<file path="src/rtl/gate_pkg.sv">
// Shared types and constants for the parking-gate sequencer.
package gate_pkg;

  // Gate controller states.
  typedef enum logic [1:0] {
    IDLE    = 2'd0,
    OPEN    = 2'd1,
    PASSING = 2'd2,
    CLOSING = 2'd3
  } gate_state_e;

  // Passage direction encoding shared with the occupancy counter.
  localparam logic DIR_IN  = 1'b1;
  localparam logic DIR_OUT = 1'b0;

  // Width of a counter that runs from 0 to n-1 (at least one bit).
  function automatic int cnt_width(input int n);
    return (n <= 2) ? 1 : $clog2(n);
  endfunction

endpackage

</file>
<file path="src/rtl/gate_sequencer_if.sv">
// Detector, sensor and gate-control signals between the sequencer and its environment.
interface gate_sequencer_if;
  logic entry_req;
  logic exit_req;
  logic pass_sensor;
  logic full;
  logic gate_open;
  logic evt_pulse;
  logic evt_dir;
  logic deny;
  logic busy;

  // Environment side: drives detectors and occupancy status, observes the gate.
  modport master (
    output entry_req, exit_req, pass_sensor, full,
    input  gate_open, evt_pulse, evt_dir, deny, busy
  );

  // Sequencer side.
  modport slave (
    input  entry_req, exit_req, pass_sensor, full,
    output gate_open, evt_pulse, evt_dir, deny, busy
  );
endinterface

</file>
<file path="src/rtl/gate_sequencer_debounce.sv">
// Level debouncer: the filtered output follows the raw input only after the raw
// input has held the new level for DEBOUNCE_CYC consecutive cycles. The raw input
// is expected to be already synchronous to clk.
module debounce
  import gate_pkg::*;
#(
  parameter int DEBOUNCE_CYC = 4
) (
  input  logic clk,
  input  logic reset,
  input  logic raw,
  output logic filt
);

  localparam int             W    = cnt_width(DEBOUNCE_CYC);
  localparam logic [W-1:0]   LAST = W'(DEBOUNCE_CYC - 1);
  localparam logic [W-1:0]   ONE  = W'(1);

  logic [W-1:0] cnt;

  // Count consecutive cycles the raw level differs from the filtered one; commit on the last.
  // NOTE: flops are written with <= so every register samples pre-edge values regardless of statement order.
  always_ff @(posedge clk or posedge reset) begin
    if (reset) begin
      cnt  <= '0;
      filt <= 1'b0;
    end else if (raw == filt) begin
      cnt  <= '0;
    end else if (cnt == LAST) begin
      cnt  <= '0;
      filt <= raw;
    end else begin
      cnt  <= cnt + ONE;
    end
  end

endmodule

</file>
<file path="src/rtl/gate_sequencer.sv">
// Parking gate sequencer: serves exit and entry requests, times the open and
// closing phases, and emits one direction-tagged event per completed passage.
module gate_sequencer
  import gate_pkg::*;
#(
  parameter int DEBOUNCE_CYC = 4,
  parameter int OPEN_TIMEOUT = 1000,
  parameter int CLOSE_CYC    = 50
) (
  input  logic             clk,
  input  logic             reset,
  gate_sequencer_if.slave  bus
);

  localparam int           OW         = cnt_width(OPEN_TIMEOUT);
  localparam int           CW         = cnt_width(CLOSE_CYC);
  localparam logic [OW-1:0] OPEN_LAST  = OW'(OPEN_TIMEOUT - 1);
  localparam logic [CW-1:0] CLOSE_LAST = CW'(CLOSE_CYC - 1);
  localparam logic [OW-1:0] OPEN_ONE   = OW'(1);
  localparam logic [CW-1:0] CLOSE_ONE  = CW'(1);

  gate_state_e   state, state_nxt;
  logic [OW-1:0] open_cnt;
  logic [CW-1:0] close_cnt;

  logic entry_filt, exit_filt, pass_filt, pass_prev;
  logic pass_rise, pass_fall;
  logic deny_armed;

  logic gate_open_q, evt_pulse_q, evt_dir_q, deny_q, busy_q;
  logic evt_nxt, deny_nxt, dir_nxt;

  debounce #(.DEBOUNCE_CYC(DEBOUNCE_CYC)) u_entry_db (
    .clk (clk), .reset (reset), .raw (bus.entry_req),   .filt (entry_filt)
  );
  debounce #(.DEBOUNCE_CYC(DEBOUNCE_CYC)) u_exit_db (
    .clk (clk), .reset (reset), .raw (bus.exit_req),    .filt (exit_filt)
  );
  debounce #(.DEBOUNCE_CYC(DEBOUNCE_CYC)) u_pass_db (
    .clk (clk), .reset (reset), .raw (bus.pass_sensor), .filt (pass_filt)
  );

  assign pass_rise =  pass_filt & ~pass_prev;
  assign pass_fall = ~pass_filt &  pass_prev;

  // Next-state and next-output decode; exit wins over entry, beam events win over timers.
  // NOTE: every signal driven here gets a default first, so no path can infer a latch.
  always_comb begin
    state_nxt = state;
    evt_nxt   = 1'b0;
    deny_nxt  = 1'b0;
    dir_nxt   = evt_dir_q;
    case (state)
      IDLE: begin
        if (exit_filt) begin
          state_nxt = OPEN;
          dir_nxt   = DIR_OUT;
        end else if (entry_filt && !bus.full) begin
          state_nxt = OPEN;
          dir_nxt   = DIR_IN;
        end else if (entry_filt && deny_armed) begin
          deny_nxt  = 1'b1;
        end
      end
      OPEN: begin
        if (pass_rise)                  state_nxt = PASSING;
        else if (open_cnt == OPEN_LAST) state_nxt = CLOSING;
      end
      PASSING: begin
        if (pass_fall) begin
          state_nxt = CLOSING;
          evt_nxt   = 1'b1;
        end
      end
      CLOSING: begin
        if (pass_rise)                    state_nxt = PASSING;
        else if (close_cnt == CLOSE_LAST) state_nxt = IDLE;
      end
      default: state_nxt = IDLE;
    endcase
  end

  // State, edge history and registered outputs derived from the next state.
  always_ff @(posedge clk or posedge reset) begin
    if (reset) begin
      state       <= IDLE;
      pass_prev   <= 1'b0;
      gate_open_q <= 1'b0;
      evt_pulse_q <= 1'b0;
      evt_dir_q   <= 1'b0;
      deny_q      <= 1'b0;
      busy_q      <= 1'b0;
    end else begin
      state       <= state_nxt;
      pass_prev   <= pass_filt;
      gate_open_q <= (state_nxt == OPEN) || (state_nxt == PASSING);
      evt_pulse_q <= evt_nxt;
      evt_dir_q   <= dir_nxt;
      deny_q      <= deny_nxt;
      busy_q      <= (state_nxt != IDLE);
    end
  end

  // One deny per entry request: re-armed only once the filtered entry level drops.
  always_ff @(posedge clk or posedge reset) begin
    if (reset)           deny_armed <= 1'b1;
    else if (!entry_filt) deny_armed <= 1'b1;
    else if (deny_nxt)    deny_armed <= 1'b0;
  end

  // Phase timers: cleared on any state change, saturating while their phase lasts.
  always_ff @(posedge clk or posedge reset) begin
    if (reset) begin
      open_cnt  <= '0;
      close_cnt <= '0;
    end else if (state_nxt != state) begin
      open_cnt  <= '0;
      close_cnt <= '0;
    end else begin
      if (state == OPEN && open_cnt != OPEN_LAST)      open_cnt  <= open_cnt + OPEN_ONE;
      if (state == CLOSING && close_cnt != CLOSE_LAST) close_cnt <= close_cnt + CLOSE_ONE;
    end
  end

  assign bus.gate_open = gate_open_q;
  assign bus.evt_pulse = evt_pulse_q;
  assign bus.evt_dir   = evt_dir_q;
  assign bus.deny      = deny_q;
  assign bus.busy      = busy_q;

endmodule

</file>
<file path="src/flat_wrapper.sv">
// flat-port wrapper written by rule: the top's interface ports become plain ports
module gate_sequencer_flat import gate_pkg::*;
#(
  parameter int DEBOUNCE_CYC = 4,
  parameter int OPEN_TIMEOUT = 1000,
  parameter int CLOSE_CYC    = 50
)
  (clk, reset, bus_entry_req, bus_exit_req, bus_pass_sensor, bus_full, bus_gate_open, bus_evt_pulse, bus_evt_dir, bus_deny, bus_busy);
  gate_sequencer_if bus_i ();
  input  logic clk;
  input  logic reset;
  input wire logic [$bits(bus_i.entry_req)-1:0] bus_entry_req;
  input wire logic [$bits(bus_i.exit_req)-1:0] bus_exit_req;
  input wire logic [$bits(bus_i.pass_sensor)-1:0] bus_pass_sensor;
  input wire logic [$bits(bus_i.full)-1:0] bus_full;
  output wire logic [$bits(bus_i.gate_open)-1:0] bus_gate_open;
  output wire logic [$bits(bus_i.evt_pulse)-1:0] bus_evt_pulse;
  output wire logic [$bits(bus_i.evt_dir)-1:0] bus_evt_dir;
  output wire logic [$bits(bus_i.deny)-1:0] bus_deny;
  output wire logic [$bits(bus_i.busy)-1:0] bus_busy;
  assign bus_i.entry_req = bus_entry_req;
  assign bus_i.exit_req = bus_exit_req;
  assign bus_i.pass_sensor = bus_pass_sensor;
  assign bus_i.full = bus_full;
  assign bus_gate_open = bus_i.gate_open;
  assign bus_evt_pulse = bus_i.evt_pulse;
  assign bus_evt_dir = bus_i.evt_dir;
  assign bus_deny = bus_i.deny;
  assign bus_busy = bus_i.busy;
  gate_sequencer #(.DEBOUNCE_CYC(DEBOUNCE_CYC), .OPEN_TIMEOUT(OPEN_TIMEOUT), .CLOSE_CYC(CLOSE_CYC)) u_core (.clk(clk), .reset(reset), .bus(bus_i));
endmodule
</file>
<file path="config.mk">
export PLATFORM = sky130hd
export DESIGN_NAME = gate_sequencer_flat
export DESIGN_NICKNAME = d
export VERILOG_FILES = /design/src/rtl/gate_pkg.sv /design/src/rtl/gate_sequencer_if.sv /design/src/rtl/gate_sequencer_debounce.sv /design/src/rtl/gate_sequencer.sv /design/src/flat_wrapper.sv
export SDC_FILE = /design/constraint.sdc
export NUM_CORES = 1
export LEC_CHECK = 0
export CORE_MARGIN = 5
export CORE_UTILIZATION = 58
export CTS_CLUSTER_DIAMETER = 120
export DETAILED_ROUTE_END_ITERATION = 10
export PLACE_DENSITY_LB_ADDON = 0.3
export SYNTH_ARGS = -nofsm -noshare
export SYNTH_HDL_FRONTEND = slang
export SYNTH_HIERARCHICAL = 1
export SYNTH_SLANG_ARGS = --single-unit
</file>
<file path="constraint.sdc">
create_clock -name clk -period 2 [get_ports clk]
set_input_delay 0.6 -clock clk [delete_from_list [all_inputs] [get_ports clk]]
set_output_delay 0.6 -clock clk [all_outputs]
set_load 0.005 [all_outputs]
</file>
# After elaboration in Yosys (flattened, before gate mapping)
# Cells that the tools add are included.
# W data, S select, Z words.
# op_classes
add_sub_neg	5
n_mux	28
bitwise_logic	7
n_reduce_logical	15
eq_ne	17
# op_table
op	n
$mux W2	13
$mux W10	2
$eq A2 B2 Y1 const B	6
$mux W6	2
$add A10 B1 Y10 const B	1
$eq A10 B10 Y1 const B	1
$mux W1	10
$ne A10 B10 Y1 const B	1
$pmux W2 S4	1
$reduce_and A2 Y1	4
$reduce_bool A2 Y1	4
$add A2 B1 Y2 const B	3
$add A6 B1 Y6 const B	1
$eq A6 B6 Y1 const B	1
$ne A6 B6 Y1 const B	1
$not A1 Y1	5
$eq A2 B1 Y1 const B	2
$logic_and A1 B1 Y1	4
$eq A1 B1 Y1	3
$and A1 B1 Y1	2
$logic_not A2 Y1	1
$ne A2 B1 Y1 const B	1
$ne A2 B2 Y1	1
$logic_not A1 Y1	1
$logic_or A1 B1 Y1	1
# totals
out_inout_bits	5
reg_bits	34
elab_cells	88
inputBits	6

# Longest topological paths before layout
# Gate-level depths: netlist of run 1.
# depth
word_depth	7
depth_mapped	7
mapped_depth_nobuf	7

# Hierarchy
# The synthesis of run 1 kept the hierarchy.
# modules_own_cells
module	n_inst	cells_each	area_per_inst_um2	seq_area_each_um2
gate_sequencer	1	121	1328.8	626.9
debounce	3	9	127.6	75.1

# Worst setup path before layout of run 1
# No wires, ideal clock.
# synth_path
kind	input to register
from	input port bus_full
to	register u_core.gate_open_q (netlist: u_core/bus.gate_open)
t_required_ns	1.874
t_arrival_ns	1.478
setup_time_ns	0.126
slack_ns	0.397
stages	5
n_path_buf	0
cell_sequence	nor2b_1 -> nor4_2 -> a211oi_1 -> a31oi_1 -> ha_1
# synth_between
elab_chain_cells	7
elab_cells_between_ends	8
cone_classes	eq/ne: 2; mux: 3; reduce/logical: 3
# synth_rtl
element	line	rtl
start, declared	flat_wrapper.sv:15	input wire logic [$bits(bus_i.full)-1:0] bus_full;
$logic_not A1 Y1 *	gate_sequencer.sv:58	end else if (entry_filt && !bus.full) begin
$logic_and A1 B1 Y1 *	gate_sequencer.sv:58	
$mux W2 *	gate_sequencer.sv:58	
$mux W2 *	gate_sequencer.sv:55	if (exit_filt) begin
$pmux W2 S4 *	gate_sequencer.sv:53	case (state)
$eq A2 B1 Y1 or $eq A2 B2 Y1 (tied branches)	gate_sequencer.sv:96	gate_open_q <= (state_nxt == OPEN) || (state_nxt == PASSING);
$logic_or A1 B1 Y1 *	gate_sequencer.sv:96	
end signal, assigned	gate_sequencer.sv:96	
end, declared	gate_sequencer.sv:30	logic gate_open_q, evt_pulse_q, evt_dir_q, deny_q, busy_q;
# Every way passes the cells marked *; elsewhere a longest branch is shown, timed or not.
# A chain may end at the register's enable or synchronous reset.

# Worst setup path in the final report of run 1
# Same ends and word-level chain as after synthesis.

==> flow_summary.yaml, run 1 <==
clock_tree:
  clock_latency_ns: 0.35
  cts_setup_buffers: 0
  clock-root-buffer: "clkbuf_4"
  h-tree-depth: 2
  cts-buffers-inserted: 5
  clock_sinks: 34
  clk_pin_slew_worst_paths_ns: 0.11
  hold_buffers: 0
  postCtsResizedCells: 0
  cts_max_path_buffers: 2
  cts_tree: "yes"
detailed_routing:
  detail-route-antenna-nets: 0
  wl_per_cell_um: 14.64
  viasPerCell: 5.820
  drt-total-wl_um: 2927
  drtPass1Iterations: 4
  num_vias: 1164
  drt_iter0_drc: 63
  drc_errors: 0
logic_synthesis:
  synth_cell_types: 47
  synth_seq_cells: 34
  ys.flop_type: "dfrtp_1"
  synth_top_area_share_pct: 48.25
  synth_top_area_cell: "dfrtp_1"
  synth_edf_count: 0
  syn_area_um2: 1712
  yosysWarnings: 6
  synthTopCellsByArea: "dfrtp_1, ha_1, xor2_1, a21oi_2, inv_1"
  synth.avg_cell_area_um2: 11.57
  syn_nets: 161
  synthArstFlopShare_pct: 100.0
  yosysSeqAreaShare_pct: 49.78
  syn_inst: 148
setup_path:
  reg2reg_depth: 6
  cp-end-kind: "register"
  regToRegSetupSlack_ns: 0.19
  rr_startpoint: "u_core/close_cnt[1]$_DFFE_PP0P_"
  cp.arrival_ns: 2.08
  path_class: "input port to register"
  crit_required_ns: 2.24
  critPathLaunchType: "input port"
  path_max_fanout: 3
  regToRegEndpoint: "u_core/bus.gate_open$_DFF_PP0_"
sta:
  tightest_slew_ns: 0.4702
  relSlewSlack_pct: 68.39
  rsz0062_at_grt: "false"
  fmax_mhz: 543.0
  finClkSkew_ns: 0.01100
  worst_slack_ns: 0.1584
  hold_viol: 0
  setup_viol: 0
  finalMaxSlewViolations: 0
  min_period_ns: 1.842
  post-route-period-util_pct: 92.08
power_and_ir_drop:
  cellPowerDensity_nw_per_um2: 1224
  p_leak_uw: 0.0008719
  irDropWorstVdd_mv: 0.9918
place:
  numPlacedInstances: 192
  dp_hpwl_um: 2254
  place_ws_ns: -0.2341
  routabilityCongestion: 0.8020
  placed_cell_area_um2: 1881
  port_buffers: 10
final_layout:
  layout.nets: 181
  num_antenna_cells: 0
  drive_above_1_share_pct: 25.44
  area_growth_pct: 14.69
  mostFrequentLayoutCells: "dfrtp_1, clkdlybuf4s50_1, inv_1, xor2_1"
  n_fill_cell: 217
  finalInstanceArea_um2: 1963
  finalNonFillerCells: 200
  mostFrequentLayoutCell: "dfrtp_1"
global_route:
  antenna_found_initial: 0
  grt.total_usage_pct: 17.21
  grt_pass1_vias: 1259
  grt_max_degree: 19
  grt-ovfl-total: 0
  grt_pass1_wl_um: 5582
min_path:
  hold_path_depth: 1
  worstHoldStart: "u_core/u_pass_db/cnt[0]$_DFF_PP0_"
  hold_end: "u_core/u_pass_db/cnt[0]$_DFF_PP0_"
  hold_path_class: "register to register"
die:
  start_util_pct: 61.54
  die-area_um2: 4138
  io_pins: 11
  die_w_um: 64.33
  core_area_um2: 2781
  rows: 19
  die_h_um: 64.33
status:
  status: "complete, no violations"
job:
  max-cap-violations: 0
[routing by layer]
layer  global-route usage, %  wire [µm]  up-vias
li1                        -          -      565
met1                   19.91       1236      581
met2                   28.61       1528       13
met3                   6.130        104        5
met4                   7.379         57        0
met5                       0          0        -
[logic make-up (layout without fill, tap and decap cells)]
logic type | count (synthesis) | count (layout) | synth area share, %
multiplexers | 4 | 4 | 2.558
flip-flops | 34 | 34 | 49.78
AO/OA/AOI/OAI | 28 | 28 | 13.01
XOR/XNOR | 13 | 13 | 6.652
buffers and inverters | 14 | 35 | 4.240
AND/OR/NAND/NOR | 48 | 48 | 18.64
adder cells (fa/ha/maj) | 7 | 7 | 5.117
[cell usage after synthesis, types with 2 or more instances]
cell type	number
and2_1	2
and3_1	2
mux2_2	3
inv_1	10
o22ai_1	2
nand4_1	6
ha_1	7
nor2b_1	4
dfrtp_1	33
nand2b_1	2
and2_4	2
nor3b_1	2
nor2_1	3
nor3_2	3
xor2_1	9
a21oi_1	6
nand2_1	8
xnor2_1	4
nand3_1	3
and4b_2	2
buf_6	2
a21oi_2	8
[report_power, final]
| group | internal [µW] | total, µW | switching (µW) |
|---|---|---|---|
| Combinational | 459 | 896 | 438 |
| Clock | 262 | 505 | 243 |
| Sequential | 847 | 1000 | 155 |
| Total | 1570 | 2400 | 836 |
[state kept, by name, summed over array words and instances, names as in the netlist]
register and cells:
u_core/u_entry_db/filt 1, u_core/bus.gate_open 1, u_core/u_exit_db/cnt 2, u_core/state 2, u_core/u_pass_db/filt 1, u_core/bus.evt_pulse 1, u_core/open_cnt 10, u_core/bus.deny 1
u_core/close_cnt 6, u_core/bus.busy 1, u_core/deny_armed 1, u_core/u_exit_db/filt 1, u_core/pass_prev 1, u_core/bus.evt_dir 1, u_core/u_entry_db/cnt 2, u_core/u_pass_db/cnt 2
[stage by stage]
step           hold WS, ns  total power [µW]  utilization (%)  TNS, ns
2_1_floorplan       0.3536              1629                -        0
3_3_place_gp        0.4363              1852            67.61  -0.1816
3_5_place_dp        0.4414              1916            67.61  -0.8850
4_1_cts             0.4612              2420            70.58        0
5_1_grt             0.4822              2597            70.58        0
6_report            0.4600              2404            70.58        0
[how the worst max path moves through the flow]
stage | start | end | slack, ns | cells after the start
2_1_floorplan | bus_full | u_core/bus.gate_open$_DFF_PP0_ | 0.40 | 5
3_3_place_gp | bus_full | u_core/bus.gate_open$_DFF_PP0_ | -0.12 | 6
3_5_place_dp | bus_full | u_core/bus.gate_open$_DFF_PP0_ | -0.23 | 6
4_1_cts | bus_full | u_core/bus.gate_open$_DFF_PP0_ | 0.15 | 6
5_1_grt | u_core/close_cnt[1]$_DFFE_PP0P_ | u_core/bus.gate_open$_DFF_PP0_ | 0.05 | 6
6_report | bus_full | u_core/bus.gate_open$_DFF_PP0_ | 0.16 | 6
[final cells by class]
cell class | instances | area [µm²] | area share [%]
Inverter | 10 | 37.54 | 1.912
Multi-Input combinational cell | 100 | 787.0 | 40.09
Tap cell | 31 | 38.79 | 1.976
Clock buffer | 5 | 37.54 | 1.912
Timing Repair Buffer | 17 | 165.2 | 8.413
Clock inverter | 3 | 45.04 | 2.294
Sequential cell | 34 | 852.1 | 43.40
[critical path, cell delays in order]
cell,delay [ns]
clkdlybuf4s50_1,0.46
nor2b_1,0.07
nor4_2,0.36
a211oi_1,0.12
a31oi_1,0.21
ha_1,0.27
(Power assumes the default switching activity.)
==> run 2: changes to the inputs <==
Settings changed: CAP_MARGIN from default to 20.
==> results of run 2 <==
The final DEF is identical to that of run 1; final timing and power are the same.
==> run 3: changes to the inputs <==
Settings changed: CORE_UTILIZATION 58 to 52, CTS_CLUSTER_DIAMETER 120 to default.
==> run 3 against run 2 <==
Fmax shrank 0.63%. Critical path type unchanged. Highest routed layer unchanged. Routed wire length grew 1.5%. Sequential share of layout area fell by 0.11 points. Register-to-register slack improved by 0.05 ns. Die area is 9.7% higher. Clock skew about the same.
==> flow_summary.yaml, run 3 (same netlist as run 1, synthesis figures left out) <==
final_layout:
  drive_above_1_share_pct: 25.00
  largestRegisters: "u_core/open_cnt: 10 flops, u_core/close_cnt: 6 flops"
  finalNonFillerCells: 212
  largest-register: "u_core/open_cnt"
  n_fill_cell: 272
  layout.nets: 180
  mostFrequentLayoutCells: "dfrtp_1, clkdlybuf4s50_1, inv_1, xor2_1"
  num_antenna_cells: 0
  largest_reg_flops: 10
  mostFrequentLayoutCell: "dfrtp_1"
  area_growth_pct: 14.99
  final_util_pct: 63.43
setup_path:
  path_cells: "clkdlybuf4s50_1 > nor2b_1 > nor4_2 > a211oi_1 > a31oi_1 > ha_1"
  cp-end-kind: "register"
  critPathLaunchType: "input port"
  path_class: "input port to register"
  crit_path_max_incr_delay_ns: 0.46
  cp.arrival_ns: 2.07
  crit_required_ns: 2.22
  path_max_fanout: 3
  slowest_stage: "clkdlybuf4s50_1"
  reg2reg_depth: 4
place:
  port_buffers: 10
  dp_hpwl_um: 2224
  routabilityCongestion: 0.8557
  numPlacedInstances: 204
sta:
  min_period_ns: 1.853
  tightest_slew_ns: 0.4710
  relSlewSlack_pct: 68.34
  finalMaxSlewViolations: 0
  rsz0062_at_grt: "false"
  post-route-period-util_pct: 92.66
  finClkSkew_ns: 0.01087
  fmax_mhz: 539.6
  setup_viol: 0
  hold_viol: 0
die:
  die_w_um: 67.37
  io_pins: 11
  start_util_pct: 55.16
  die-area_um2: 4539
  die_h_um: 67.37
  core_area_um2: 3103
  rows: 20
clock_tree:
  clock_sinks: 34
  postCtsResizedCells: 0
  cts_setup_buffers: 0
  clock-root-buffer: "clkbuf_4"
  cts_tree: "yes"
  cts-buffers-inserted: 5
  hold_buffers: 0
  h-tree-depth: 2
  clock_latency_ns: 0.34
  cts_max_path_buffers: 2
  clk_pin_slew_worst_paths_ns: 0.09
detailed_routing:
  viasPerCell: 5.392
  detail-route-antenna-nets: 0
  drt_iter0_drc: 25
  drc_errors: 0
  wl_per_cell_um: 14.02
  drtPass1Iterations: 4
  drt-total-wl_um: 2972
  num_vias: 1143
global_route:
  grt-ovfl-total: 0
  antenna_found_initial: 0
  grt_pass1_vias: 1206
  grt_max_degree: 26
  grt_pass1_wl_um: 5409
  grt.total_usage_pct: 16.25
power_and_ir_drop:
  power_uw: 2342
  irDropWorstVdd_mv: 0.7717
  p_leak_uw: 0.0008736
  cellPowerDensity_nw_per_um2: 1190
min_path:
  hold_path_depth: 1
  hold_path_class: "register to register"
status:
  status: "complete, no violations"
job:
  max-cap-violations: 0
==> run 3: path summary, 6_finish.rpt <==
check	slack, ns	end	startpoint
min	0.46	u_core/u_pass_db/cnt[0]$_DFF_PP0_	u_core/u_pass_db/cnt[0]$_DFF_PP0_
max	0.15	u_core/bus.gate_open$_DFF_PP0_	bus_full
min in group asynchronous	0.52	u_core/u_exit_db/filt$_DFFE_PP0P_	reset
max reg2reg	0.24	u_core/bus.gate_open$_DFF_PP0_	u_core/state[0]$_DFF_PP0_
max in group asynchronous	1.00	u_core/deny_armed$_DFFE_PP1P_	reset
min reg2reg	0.46	u_core/u_pass_db/cnt[0]$_DFF_PP0_	u_core/u_pass_db/cnt[0]$_DFF_PP0_
==> run 3: area by class of cell <==
type | instances | area, µm² | share of cell area, %
clock buffers | 8 | 78.83 | 4.005
inverters | 10 | 37.54 | 1.907
multi-input cells | 100 | 787.0 | 39.99
flip-flops and latches | 34 | 852.1 | 43.29
well taps | 44 | 55.05 | 2.797
repair buffers | 16 | 157.7 | 8.010
==> run 3: per-layer routing <==
layer  vias up  GRT usage (%)  routed length, µm
li1        565              -                  -
met1       547          19.47               1404
met2        23          26.63               1399
met3         8          4.160                 96
met4         0          8.861                 72
met5         -              0                  0
==> run 3: through the flow <==
step                cell area [µm²]  hold slack, ns  setup WS [ns]  setup TNS [ns]
floorplan                      1712          0.3536         0.3966               0
global placement               1889          0.4359        -0.1355         -0.2945
detailed placement             1889          0.4466        -0.2136         -0.5998
CTS                            1968          0.4602         0.1447               0
global route                   1968          0.4758        0.04876               0
finish                         1968          0.4577         0.1467               0
==> run 3: worst max-delay path, delay by kind of cell <==
| kind | cells | cell delay (ns) |
|---|---|---|
| buffers and inverters | 1 | 0.46 |
| and+or+nand+nor | 2 | 0.42 |
| AOI/OAI and AO/OA | 2 | 0.32 |
| adders and majority gates | 1 | 0.26 |
==> run 3: where the power goes <==
part	switching, µW	leakage, µW	internal, µW	total (µW)
combinational	427	0.000391	448	875
sequential	155	0.000438	848	1000
clock	224	0.0000446	240	465
total	806	0.000874	1540	2340
